`src/rtl/cpu_sequencer_if.sv`:
```
// cpu_sequencer_if
//   Groups the signals between the multi-cycle sequencer and its
//   surroundings: the control decoder, both memories, the PC/IR registers
//   and the register-file write port.
//   master : the sequencer side (consumes decoder fields and done pulses,
//            drives strobes and status)
//   slave  : the datapath/memory side (the reverse directions)
// Signals:
//   instr_op[4:0], RegWriteEn, MemEn, MemWr, Exception : decoder fields
//   imem_done, dmem_done : 1-cycle completion pulses from the memories
//   imem_req, ir_we, dmem_req, dmem_wr, pc_we, rf_we   : strobes
//   halted, err, err_code[1:0], state[2:0], retire_cnt : status/debug
interface cpu_sequencer_if #(
  parameter int CNT_W = 16
);
  logic [4:0]       instr_op;
  logic             RegWriteEn;
  logic             MemEn;
  logic             MemWr;
  logic             Exception;
  logic             imem_done;
  logic             dmem_done;
  logic             imem_req;
  logic             ir_we;
  logic             dmem_req;
  logic             dmem_wr;
  logic             pc_we;
  logic             rf_we;
  logic             halted;
  logic             err;
  logic [1:0]       err_code;
  logic [2:0]       state;
  logic [CNT_W-1:0] retire_cnt;

  modport master (
    input  instr_op, RegWriteEn, MemEn, MemWr, Exception, imem_done, dmem_done,
    output imem_req, ir_we, dmem_req, dmem_wr, pc_we, rf_we,
           halted, err, err_code, state, retire_cnt
  );

  modport slave (
    output instr_op, RegWriteEn, MemEn, MemWr, Exception, imem_done, dmem_done,
    input  imem_req, ir_we, dmem_req, dmem_wr, pc_we, rf_we,
           halted, err, err_code, state, retire_cnt
  );
endinterface

```
`src/rtl/cpu_sequencer.sv`:
```
// cpu_sequencer
//   Multi-cycle sequencer for the WISC datapath. Each instruction walks
//   FETCH -> DECODE -> (MEM) -> WB. Memory requests wait for a done pulse
//   and trap to ERR if none arrives within MEM_TIMEOUT cycles. HALT and
//   decoder exceptions are terminal until reset.
// Ports:
//   clk   : system clock, rising edge
//   rst_n : asynchronous active-low reset
//   bus   : cpu_sequencer_if.master (decoder inputs, memory handshakes,
//           gated strobes, sticky halted/err, err_code, state, retire_cnt)
module cpu_sequencer #(
  parameter int MEM_TIMEOUT = 16,
  parameter int CNT_W       = 16
) (
  input  logic              clk,
  input  logic              rst_n,
  cpu_sequencer_if.master   bus
);

  typedef enum logic [2:0] {
    BOOT   = 3'b000,
    FETCH  = 3'b001,
    DECODE = 3'b010,
    MEM    = 3'b011,
    WB     = 3'b100,
    HALT   = 3'b101,
    ERR    = 3'b110
  } state_t;

  localparam logic [1:0] CODE_NONE    = 2'b00;
  localparam logic [1:0] CODE_EXC     = 2'b01;
  localparam logic [1:0] CODE_TIMEOUT = 2'b10;

  // Last permitted waiting cycle: a cycle without done at this count traps.
  localparam logic [7:0] WAIT_LAST = 8'(MEM_TIMEOUT - 1);

  state_t           state_q;
  state_t           state_d;
  logic [7:0]       wait_cnt;
  logic             wait_expired;
  logic [CNT_W-1:0] retire_q;
  logic             halted_q;
  logic             err_q;
  logic [1:0]       err_code_q;
  logic [1:0]       err_code_d;

  assign wait_expired = (wait_cnt == WAIT_LAST);

  // Next-state and strobe decode. Every strobe defaults to 0 and is only
  // raised inside its owning state, so X on decoder fields elsewhere
  // cannot leak onto the datapath.
  always_comb begin
    state_d      = state_q;
    err_code_d   = CODE_NONE;
    bus.imem_req = 1'b0;
    bus.ir_we    = 1'b0;
    bus.dmem_req = 1'b0;
    bus.dmem_wr  = 1'b0;
    bus.pc_we    = 1'b0;
    bus.rf_we    = 1'b0;
    case (state_q)
      BOOT: state_d = FETCH;
      FETCH: begin
        bus.imem_req = 1'b1;
        if (bus.imem_done) begin
          bus.ir_we = 1'b1;
          state_d   = DECODE;
        end else if (wait_expired) begin
          state_d    = ERR;
          err_code_d = CODE_TIMEOUT;
        end
      end
      DECODE: begin
        // HALT wins over an exception flag, which wins over memory access.
        if (bus.instr_op == 5'b00000) begin
          state_d = HALT;
        end else if (bus.Exception) begin
          state_d    = ERR;
          err_code_d = CODE_EXC;
        end else if (bus.MemEn) begin
          state_d = MEM;
        end else begin
          state_d = WB;
        end
      end
      MEM: begin
        bus.dmem_req = 1'b1;
        bus.dmem_wr  = bus.MemWr;
        if (bus.dmem_done) begin
          state_d = WB;
        end else if (wait_expired) begin
          state_d    = ERR;
          err_code_d = CODE_TIMEOUT;
        end
      end
      WB: begin
        bus.pc_we = 1'b1;
        // Stores never write the register file.
        bus.rf_we = bus.RegWriteEn & ~(bus.MemEn & bus.MemWr);
        state_d   = FETCH;
      end
      HALT: state_d = HALT;
      ERR:  state_d = ERR;
      default: state_d = BOOT;
    endcase
  end

  // State, wait counter and registered status. The wait counter runs only
  // while a request is outstanding and is zero in every other state, so it
  // is already clear on entry to FETCH or MEM.
  always_ff @(posedge clk or negedge rst_n) begin
    if (!rst_n) begin
      state_q    <= BOOT;
      wait_cnt   <= 8'd0;
      retire_q   <= '0;
      halted_q   <= 1'b0;
      err_q      <= 1'b0;
      err_code_q <= CODE_NONE;
    end else begin
      state_q <= state_d;
      if ((state_q == FETCH && !bus.imem_done) ||
          (state_q == MEM && !bus.dmem_done)) begin
        wait_cnt <= wait_cnt + 8'd1;
      end else begin
        wait_cnt <= 8'd0;
      end
      if (state_q == WB) begin
        retire_q <= retire_q + CNT_W'(1);
      end
      if (state_d == HALT) begin
        halted_q <= 1'b1;
      end
      if (state_d == ERR && state_q != ERR) begin
        err_q      <= 1'b1;
        err_code_q <= err_code_d;
      end
    end
  end

  assign bus.halted     = halted_q;
  assign bus.err        = err_q;
  assign bus.err_code   = err_code_q;
  assign bus.state      = state_q;
  assign bus.retire_cnt = retire_q;

endmodule

```
`src/flat_wrapper.sv`:
```
// flat-port wrapper written by rule: the top's interface ports become plain ports
module cpu_sequencer_flat 
#(
  parameter int MEM_TIMEOUT = 16,
  parameter int CNT_W       = 16
)
  (clk, rst_n, bus_instr_op, bus_RegWriteEn, bus_MemEn, bus_MemWr, bus_Exception, bus_imem_done, bus_dmem_done, bus_imem_req, bus_ir_we, bus_dmem_req, bus_dmem_wr, bus_pc_we, bus_rf_we, bus_halted, bus_err, bus_err_code, bus_state, bus_retire_cnt);
  cpu_sequencer_if #(.CNT_W(CNT_W)) bus_i ();
  input  logic clk;
  input  logic rst_n;
  input wire logic [$bits(bus_i.instr_op)-1:0] bus_instr_op;
  input wire logic [$bits(bus_i.RegWriteEn)-1:0] bus_RegWriteEn;
  input wire logic [$bits(bus_i.MemEn)-1:0] bus_MemEn;
  input wire logic [$bits(bus_i.MemWr)-1:0] bus_MemWr;
  input wire logic [$bits(bus_i.Exception)-1:0] bus_Exception;
  input wire logic [$bits(bus_i.imem_done)-1:0] bus_imem_done;
  input wire logic [$bits(bus_i.dmem_done)-1:0] bus_dmem_done;
  output wire logic [$bits(bus_i.imem_req)-1:0] bus_imem_req;
  output wire logic [$bits(bus_i.ir_we)-1:0] bus_ir_we;
  output wire logic [$bits(bus_i.dmem_req)-1:0] bus_dmem_req;
  output wire logic [$bits(bus_i.dmem_wr)-1:0] bus_dmem_wr;
  output wire logic [$bits(bus_i.pc_we)-1:0] bus_pc_we;
  output wire logic [$bits(bus_i.rf_we)-1:0] bus_rf_we;
  output wire logic [$bits(bus_i.halted)-1:0] bus_halted;
  output wire logic [$bits(bus_i.err)-1:0] bus_err;
  output wire logic [$bits(bus_i.err_code)-1:0] bus_err_code;
  output wire logic [$bits(bus_i.state)-1:0] bus_state;
  output wire logic [$bits(bus_i.retire_cnt)-1:0] bus_retire_cnt;
  assign bus_i.instr_op = bus_instr_op;
  assign bus_i.RegWriteEn = bus_RegWriteEn;
  assign bus_i.MemEn = bus_MemEn;
  assign bus_i.MemWr = bus_MemWr;
  assign bus_i.Exception = bus_Exception;
  assign bus_i.imem_done = bus_imem_done;
  assign bus_i.dmem_done = bus_dmem_done;
  assign bus_imem_req = bus_i.imem_req;
  assign bus_ir_we = bus_i.ir_we;
  assign bus_dmem_req = bus_i.dmem_req;
  assign bus_dmem_wr = bus_i.dmem_wr;
  assign bus_pc_we = bus_i.pc_we;
  assign bus_rf_we = bus_i.rf_we;
  assign bus_halted = bus_i.halted;
  assign bus_err = bus_i.err;
  assign bus_err_code = bus_i.err_code;
  assign bus_state = bus_i.state;
  assign bus_retire_cnt = bus_i.retire_cnt;
  cpu_sequencer #(.MEM_TIMEOUT(MEM_TIMEOUT), .CNT_W(CNT_W)) u_core (.clk(clk), .rst_n(rst_n), .bus(bus_i));
endmodule
```
`config.mk`:
```
export PLATFORM = sky130hd
export DESIGN_NAME = cpu_sequencer_flat
export DESIGN_NICKNAME = d
export VERILOG_FILES = /design/src/rtl/cpu_sequencer_if.sv /design/src/rtl/cpu_sequencer.sv /design/src/flat_wrapper.sv
export SDC_FILE = /design/constraint.sdc
export NUM_CORES = 1
export LEC_CHECK = 0
export CORE_ASPECT_RATIO = 0.75
export CORE_UTILIZATION = 47
export CTS_CLUSTER_DIAMETER = 40
export DETAILED_ROUTE_END_ITERATION = 8
export GPL_TIMING_DRIVEN = 0
export PLACE_DENSITY_LB_ADDON = 0.12
export SLEW_MARGIN = 20
export SYNTH_ARGS = -nofsm -noshare
export SYNTH_HDL_FRONTEND = slang
export SYNTH_SLANG_ARGS = --single-unit
```
`constraint.sdc`:
```
create_clock -name clk -period 2.1 [get_ports clk]
set_input_delay 0.42 -clock clk [delete_from_list [all_inputs] [get_ports clk]]
set_output_delay 0.42 -clock clk [all_outputs]
set_load 0.1 [all_outputs]
```
# == Word level (Yosys, flattened, before mapping) ==
# Index checks and enable logic that the tools add are counted.
# classes
n_bitwise,3
n_eq_ne,10
mux,21
add_sub_neg,2
reduce_logical,9
# ops
cell,count
$mux W3,6
$pmux W3 S6,1
$add A16 B1 Y16 const B,1
$eq A3 B3 Y1 const B,5
$add A8 B1 Y8 const B,1
$eq A8 B4 Y1 const B,1
$mux W1,8
$mux W2,4
$mux W8,1
$eq A3 B2 Y1 const B,2
$pmux W2 S3,1
$logic_not A5 Y1,1
$eq A3 B1 Y1 const B,1
$logic_and A1 B1 Y1,3
$logic_not A3 Y1,1
$ne A3 B3 Y1 const B,1
$and A1 B1 Y1,2
$logic_not A1 Y1,2
$reduce_or A2 Y1,1
$logic_or A1 B1 Y1,1
$not A1 Y1,1
# totals
input_bits,13
word_cells,51
regBits,31
out_inout_bits,29

# == Logic depth before layout (Yosys ltp) ==
# Gate-level depths: netlist (run 1).
# depth
ltp_word,6
ltp_mapped,7
mapped_depth_nobuf,6

# == Worst setup path before layout (run 1) ==
# Ideal clock, no wire load.
# synth_timing
path_type,register to output
from,register u_core.state_q[0] (netlist: u_core.bus.state[0])
to,output port bus_ir_we
path_stages_with_launch,3
required_time_ns,1.680
path_slack_ns,-1.546
t_arrival_ns,3.226
path_buffers,0
cell_sequence,dfrtp_1 > nand2b_1 > nor3_1
# synth_between
elab_chain_cells,2
# synth_rtl
item,line,text
from (decl),cpu_sequencer.sv:37,state_t state_q;
from (signal assigned),cpu_sequencer.sv:120,state_q <= state_d;
$eq A3 B1 Y1,cpu_sequencer.sv:61,case (state_q)
$mux W1,cpu_sequencer.sv:61,
to (decl),flat_wrapper.sv:19,output wire logic [$bits(bus_i.ir_we)-1:0] bus_ir_we;
# No other way between the ends.

# == Final worst setup path (run 1) ==
# layout_timing
from,register u_core.state_q[0] (netlist: u_core.bus.state[0])
to,output port bus_state[0]
# layout_lines
item,line,text
to (decl),flat_wrapper.sv:27,output wire logic [$bits(bus_i.state)-1:0] bus_state;
# No word-level cell between the ends.

==> results of run 1 <==
cell families after synthesis:
family / Yosys count / share of synthesized area, %
muxes: 1 / 0.747
buffers and inverters: 8 / 2.07
xor gates and xnor gates: 21 / 12.2
DFF: 31 / 51.5
and+or+nand+nor: 58 / 22.7
AOI/OAI and AO/OA: 18 / 9.13
adders and majority gates: 2 / 1.66
path summary, 6_finish.rpt:
path,end,depth (start not counted),from,slack (ns)
worst min-delay path,u_core.wait_cnt[6]$_DFF_PN0_,1,rst_n,0.17
worst max-delay path,bus_state[0],1,u_core.bus.state[0]$_DFF_PN0_,0.05
min in group clk,u_core.wait_cnt[0]$_DFF_PN0_,1,u_core.wait_cnt[0]$_DFF_PN0_,0.47
worst max register to register,u_core.bus.err_code[1]$_DFFE_PN0P_,7,u_core.wait_cnt[0]$_DFF_PN0_,0.17
max in group asynchronous,u_core.bus.state[0]$_DFF_PN0_,1,rst_n,1.44
worst min register to register,u_core.wait_cnt[0]$_DFF_PN0_,1,u_core.wait_cnt[0]$_DFF_PN0_,0.47
cells in the final DEF (no fill, tap or decap), drive strengths merged, types with 2 or more instances in the layout:
| cell | instances |
|---|---|
| ha | 2 |
| nor2b | 3 |
| clkdlybuf4s50 | 11 |
| nand3 | 5 |
| o21ai | 2 |
| nor3b | 2 |
| nor4 | 2 |
| xnor2 | 15 |
| a21oi | 2 |
| o211ai | 3 |
| dlygate4sd2 | 23 |
| and3 | 8 |
| nand2b | 3 |
| nand4 | 2 |
| xor2 | 6 |
| clkbuf | 9 |
| dfrtp | 31 |
| nand2 | 15 |
| nor2 | 13 |
| buf | 9 |
| inv | 5 |
final cells by class:
cell class / instances / area share (%)
buffer: 2 / 0.427
clock buffer: 7 / 3.72
clock inverter: 1 / 0.244
inverter: 6 / 1.28
multi-input combinational: 100 / 35.4
sequential: 31 / 38.3
tap: 38 / 2.32
timing repair buffer: 43 / 18.3
routing by layer:
metal / GRT usage, % / wire, um / vias to the layer above
li1: - / - / 577
met1: 23.7 / 1420 / 577
met2: 30.7 / 1470 / 28
met3: 6.70 / 120 / 4
met4: 8.87 / 39 / 0
met5: 0 / 0 / -
state kept, by name (all words and copies together) (netlist names):
register,count
u_core.bus.err,1
u_core.bus.err_code,2
u_core.bus.halted,1
u_core.bus.retire_cnt,16
u_core.bus.state,3
u_core.wait_cnt,8
per-stage QoR:
stage	hold WS, ns	setup WS (ns)	cells	power [mW]
global route	0.219	0.00791	228	2.89
CTS	0.197	0.00684	226	2.77
detailed placement	0.459	-0.623	218	2.40
finish	0.168	0.0537	228	2.77
global placement	0.448	-0.595	218	2.38
floorplan	0.124	-0.614	139	2.04
report_power, final:
part | total, mW | internal, mW | switching, mW
sequential | 0.848 | 0.707 | 0.141
clock | 0.435 | 0.232 | 0.203
combinational | 1.49 | 0.336 | 1.15
timing repair:
action,CTS,global route
resized for setup,56,3
setup buffers,0,2
hold buffers,0,0
pin swaps,1,1
endpoints found under the setup margin,29,3
==> impl_results.md, run 1 <==
* Layout cells sized above 1 at 18.9%
* Critical path class: register to primary output
* Die Span Y at 51.1 um
* Worst setup SP type: register
* DRT iter0 DRCs at 26
* Post-Syn Nets at 154
* Crit end category: primary output
* Port-buffer cells at 41
* GR Overflow Total at 0
* Least-Margin Pin Slew at 0.991 ns
* Final Slew Violations at 0
* Root buffer cell: clkbuf_8
* Post-synthesis cell type count at 40
* Vias in the first global route at 1052
* Post-synth EDFFs at 0
* Seq cells post-synth at 31
* Clk_lat worst skew at 0.27 ns
* Seq. cell area at 785 um^2
* FFs w/ async S/R, synth at 100%
* Final routed DRC violation total at 0
* I/O pins at 42
* Syn Inst Count at 139
* Final instance area at 2050 um^2
* Top_reg_cell synth: dfrtp_1
* First-pass GRT wire length at 4820 um
* HP Class: primary input to async pin
* Total global-route track usage at 19.4%
* Placed inst area at 2000 um^2
* Status: completed
* Final net count at 204
* Largest net degree at the start of global routing at 32
* Seq/Total Area, Yosys at 51.5%
* Post-Syn Area at 1510 um^2
* Most numerous cell in the Yosys netlist: dfrtp_1
* Critical path fanouts, max at 7
* Yosys top cell by area: dfrtp_1
* Critical path, cell by cell: dlygate4sd2_1
* Final min period at 2.05 ns
* Top-area cell type share of the netlist area at 51.5%
* Row count at 17
* Avg Cell Area, Syn at 10.8 um^2
* F_max at 489 MHz
* Yosys warnings at 0
* CTS max path bufs at 2
* Core Region at 3000 um^2
* Endpoints failing hold at 0
* Final Util at 68.4%
* Largest cells by area after synthesis: dfrtp_1, xnor2_1, nand2_1, xor2_1, and3_1
* Antenna Nets Post-Route at 0
* Slowest cell delay on critical path at 0.89 ns
* WL per Instance at 13.4 um
* Max-cap viol count at 0
* Inserted Diodes at 0
* Die area at 3440 um^2
* CTS sink cnt at 31
* Worst path slowest cell: dlygate4sd2_1
* Post-route setup TNS at 0 ns
* Leakage dissipation at 0.995 nW
* Detailed Routing Iterations Pass 1 at 4
* CTS tree: yes
* Crit share post-route at 97.4%
* PwrDens at 1350 nW/um^2
* Initial antenna violation count at 0
* # setup viols final at 0
* P&R area growth vs syn at 36.0%
* FILL cells at 232
* CP arrival at 1.63 ns
* Clock Skew at 0.00745 ns
* Via-to-Cell Ratio at 5.20
* Req. time, crit path at 1.68 ns
* RSZ-0062 raised after global routing: no
* Delay-heaviest family, CP: buffers and inverters
* Chip width at 67.4 um
* Total CTS buffers at 5
* Post-DP HPWL at 2260 um
* Worst Path Buf+Inv at 1
* Initial core utilization at 50.3%
* Synth cell count leaders: dfrtp_1, nand2_1, xnor2_1, nor2_1, and3_1
* Area of the multi-input gates at 727 um^2
* GPL Wtd Cong at 0.760
* Vias at 1186
* Total Wirelength at 3050 um
* Slew margin rel. at 34.2%
* H-tree Lvls at 2
* CTS clk-pin slew, worst paths at 0.06 ns
* VDD IR max at 1.11 mV
(Power assumes the default switching activity.)
==> run 2: changes to the inputs <==
--- a/config.mk
+++ b/config.mk
@@ -7,7 +7,7 @@
 export LEC_CHECK = 0
 export CORE_ASPECT_RATIO = 0.75
 export CORE_UTILIZATION = 47
-export CTS_CLUSTER_DIAMETER = 40
+export CTS_CLUSTER_DIAMETER = 120
 export DETAILED_ROUTE_END_ITERATION = 8
 export GPL_TIMING_DRIVEN = 0
 export PLACE_DENSITY_LB_ADDON = 0.12
==> results of run 2 <==
The final DEF is identical to that of run 1; final timing and power are the same.
==> run 3: changes to the inputs <==
--- a/config.mk
+++ b/config.mk
@@ -6,7 +6,7 @@
 export NUM_CORES = 1
 export LEC_CHECK = 0
 export CORE_ASPECT_RATIO = 0.75
-export CORE_UTILIZATION = 47
+export CORE_UTILIZATION = 45
 export CTS_CLUSTER_DIAMETER = 120
 export DETAILED_ROUTE_END_ITERATION = 8
 export GPL_TIMING_DRIVEN = 0
==> impl_results.md, run 3 (synthesis results as in run 1) <==
* CTS tree: yes (unchanged)
* First-pass GRT wire length at 5290 um (was 4820 um)
* Critical path, cell by cell: dlygate4sd2_1 (unchanged)
* I/O pins at 42 (unchanged)
* Vias at 1176 (was 1186)
* GR Overflow Total at 0 (unchanged)
* Final Util at 67.7% (was 68.4%)
* WL per Instance at 14.4 um (was 13.4 um)
* Final Slew Violations at 0 (unchanged)
* Die area at 3590 um^2 (was 3440 um^2)
* H-tree Lvls at 2 (unchanged)
* PwrDens at 1380 nW/um^2 (was 1350 nW/um^2)
* Vias in the first global route at 1201 (was 1052)
* RSZ-0062 raised after global routing: no (unchanged)
* CTS sink cnt at 31 (unchanged)
* Row count at 17 (unchanged)
* Least-Margin Pin Slew at 0.973 ns (was 0.991 ns)
* Root buffer cell: clkbuf_8 (unchanged)
* Crit end category: primary output (unchanged)
* Final net count at 204 (unchanged)
* Port-buffer cells at 41 (unchanged)
* Largest register FFs at 16 (unchanged)
* HP Class: primary input to async pin (unchanged)
* Core Region at 3060 um^2 (was 3000 um^2)
* Die Span Y at 52.1 um (was 51.1 um)
* CP arrival at 1.64 ns (was 1.63 ns)
* Post-route setup TNS at 0 ns (unchanged)
* Final routed DRC violation total at 0 (unchanged)
* Inserted Diodes at 0 (unchanged)
* Endpoints failing hold at 0 (unchanged)
* Total Wirelength at 3290 um (was 3050 um)
* Leakage dissipation at 1.01 nW (was 0.995 nW)
* Most frequent cells in the layout: dfrtp_1, dlygate4sd2_1, nand2_1, xnor2_1, clkdlybuf4s50_1 (unchanged)
* GPL Wtd Cong at 0.745 (was 0.760)
* Status: completed (unchanged)
* Largest net degree at the start of global routing at 32 (unchanged)
* CTS clk-pin slew, worst paths at 0.06 ns (about the same)
* Worst Path Buf+Inv at 1 (unchanged)
* Crit share post-route at 98.0% (was 97.4%)
* Slew margin rel. at 35.4% (was 34.2%)
* Critical path class: register to primary output (unchanged)
* Clock Skew at 0.00151 ns (was 0.00745 ns)
* # setup viols final at 0 (unchanged)
* Commonest non-fill, non-tap cell in the layout: dfrtp_1 (unchanged)
* Hold Buf Count CTS at 0 (unchanged)
* P&R area growth vs syn at 37.6% (was 36.0%)
* F_max at 486 MHz (was 489 MHz)
* Worst setup SP type: register (unchanged)
* Layout cells sized above 1 at 20.0% (was 18.9%)
* CTS max path bufs at 2 (unchanged)
* Chip width at 68.8 um (was 67.4 um)
* Detailed Routing Iterations Pass 1 at 4 (unchanged)
* Finished Layout Cells at 228 (unchanged)
* Antenna Nets Post-Route at 0 (unchanged)
* Clk_lat worst skew at 0.28 ns (was 0.27 ns)
* Total global-route track usage at 21.5% (was 19.4%)
* Post-Place Cells at 218 (unchanged)
* VDD IR max at 1.34 mV (was 1.11 mV)
* Slowest cell delay on critical path at 0.87 ns (was 0.89 ns)
* Initial antenna violation count at 0 (unchanged)
* Delay-heaviest family, CP: buffers and inverters (unchanged)
* Tot Pwr at 2.87 mW (was 2.77 mW)
* Req. time, crit path at 1.68 ns (about the same)
* Via-to-Cell Ratio at 5.16 (was 5.20)
* Max-cap viol count at 0 (unchanged)
* Total CTS buffers at 5 (unchanged)
* Pre-CTS WS at -0.632 ns (was -0.623 ns)
* Critical path fanouts, max at 10 (was 7)
* Post-DP HPWL at 2370 um (was 2260 um)
* Final setup margin at 0.0423 ns (was 0.0537 ns)
* DRT iter0 DRCs at 50 (was 26)
* Final min period at 2.06 ns (was 2.05 ns)
* Worst path slowest cell: dlygate4sd2_1 (unchanged)
* Initial core utilization at 49.2% (was 50.3%)
==> run 3: changes by cell type in the layout (fill, tap and decap cells not counted) <==
cell             delta
buf_4               +2
clkdlybuf4s15_1     +1
clkbuf_8            +2
clkbuf_1            -2
dlygate4sd2_1       -1
clkinv_2            -1
clkbuf_4            -1
==> run 3: stage by stage <==
| step | hold WS [ns] | instance area [um^2] |
|---|---|---|
| after detailed placement | 0.459 | 2000 |
| final | 0.165 | 2070 |
| after CTS | 0.189 | 2060 |
| after floorplan | 0.124 | 1540 |
| after global routing | 0.225 | 2070 |
| after global placement | 0.448 | 2000 |
==> run 3: where the power goes <==
part	switching, mW	total [mW]	internal [mW]
sequential	0.143	0.850	0.707
combinational	1.17	1.51	0.344
clock	0.211	0.510	0.299
==> run 3: worst paths after layout <==
kind / from / endpoint / slack [ns] / depth (start not counted)
worst max-delay path: u_core.bus.state[2]$_DFF_PN0_ / bus_state[2] / 0.04 / 1
worst min-delay path: rst_n / u_core.wait_cnt[6]$_DFF_PN0_ / 0.16 / 1
worst max register to register: u_core.wait_cnt[4]$_DFF_PN0_ / u_core.bus.err_code[1]$_DFFE_PN0P_ / 0.22 / 5
worst min register to register: u_core.wait_cnt[0]$_DFF_PN0_ / u_core.wait_cnt[0]$_DFF_PN0_ / 0.46 / 1
max in group asynchronous: rst_n / u_core.bus.state[2]$_DFF_PN0_ / 1.44 / 1
min in group clk: u_core.wait_cnt[0]$_DFF_PN0_ / u_core.wait_cnt[0]$_DFF_PN0_ / 0.46 / 1
==> run 3: layout make-up <==
type / instances / area, um^2
Buffer: 1 / 5.00
Fill cell: 245 / 988
Inverter: 6 / 26.3
Clock buffer: 8 / 100
Multi-Input combinational cell: 100 / 727
Tap cell: 38 / 47.5
Sequential cell: 31 / 785
Timing Repair Buffer: 44 / 384
==> run 3: repair_timing <==
| action | 4_1_cts | 5_1_grt |
|---|---|---|
| endpoints found under the setup margin | 29 | 4 |
| setup buffers | 0 | 3 |
| resized for setup | 58 | 2 |
| pin swaps | 1 | 1 |
==> run 3: metal layers <==
layer	vias to the layer above	GRT usage, %	wire (um)
li1	580	-	-
met1	567	24.4	1490
met2	25	35.8	1630
met3	4	9.65	143
met4	0	6.80	32
met5	-	0	0
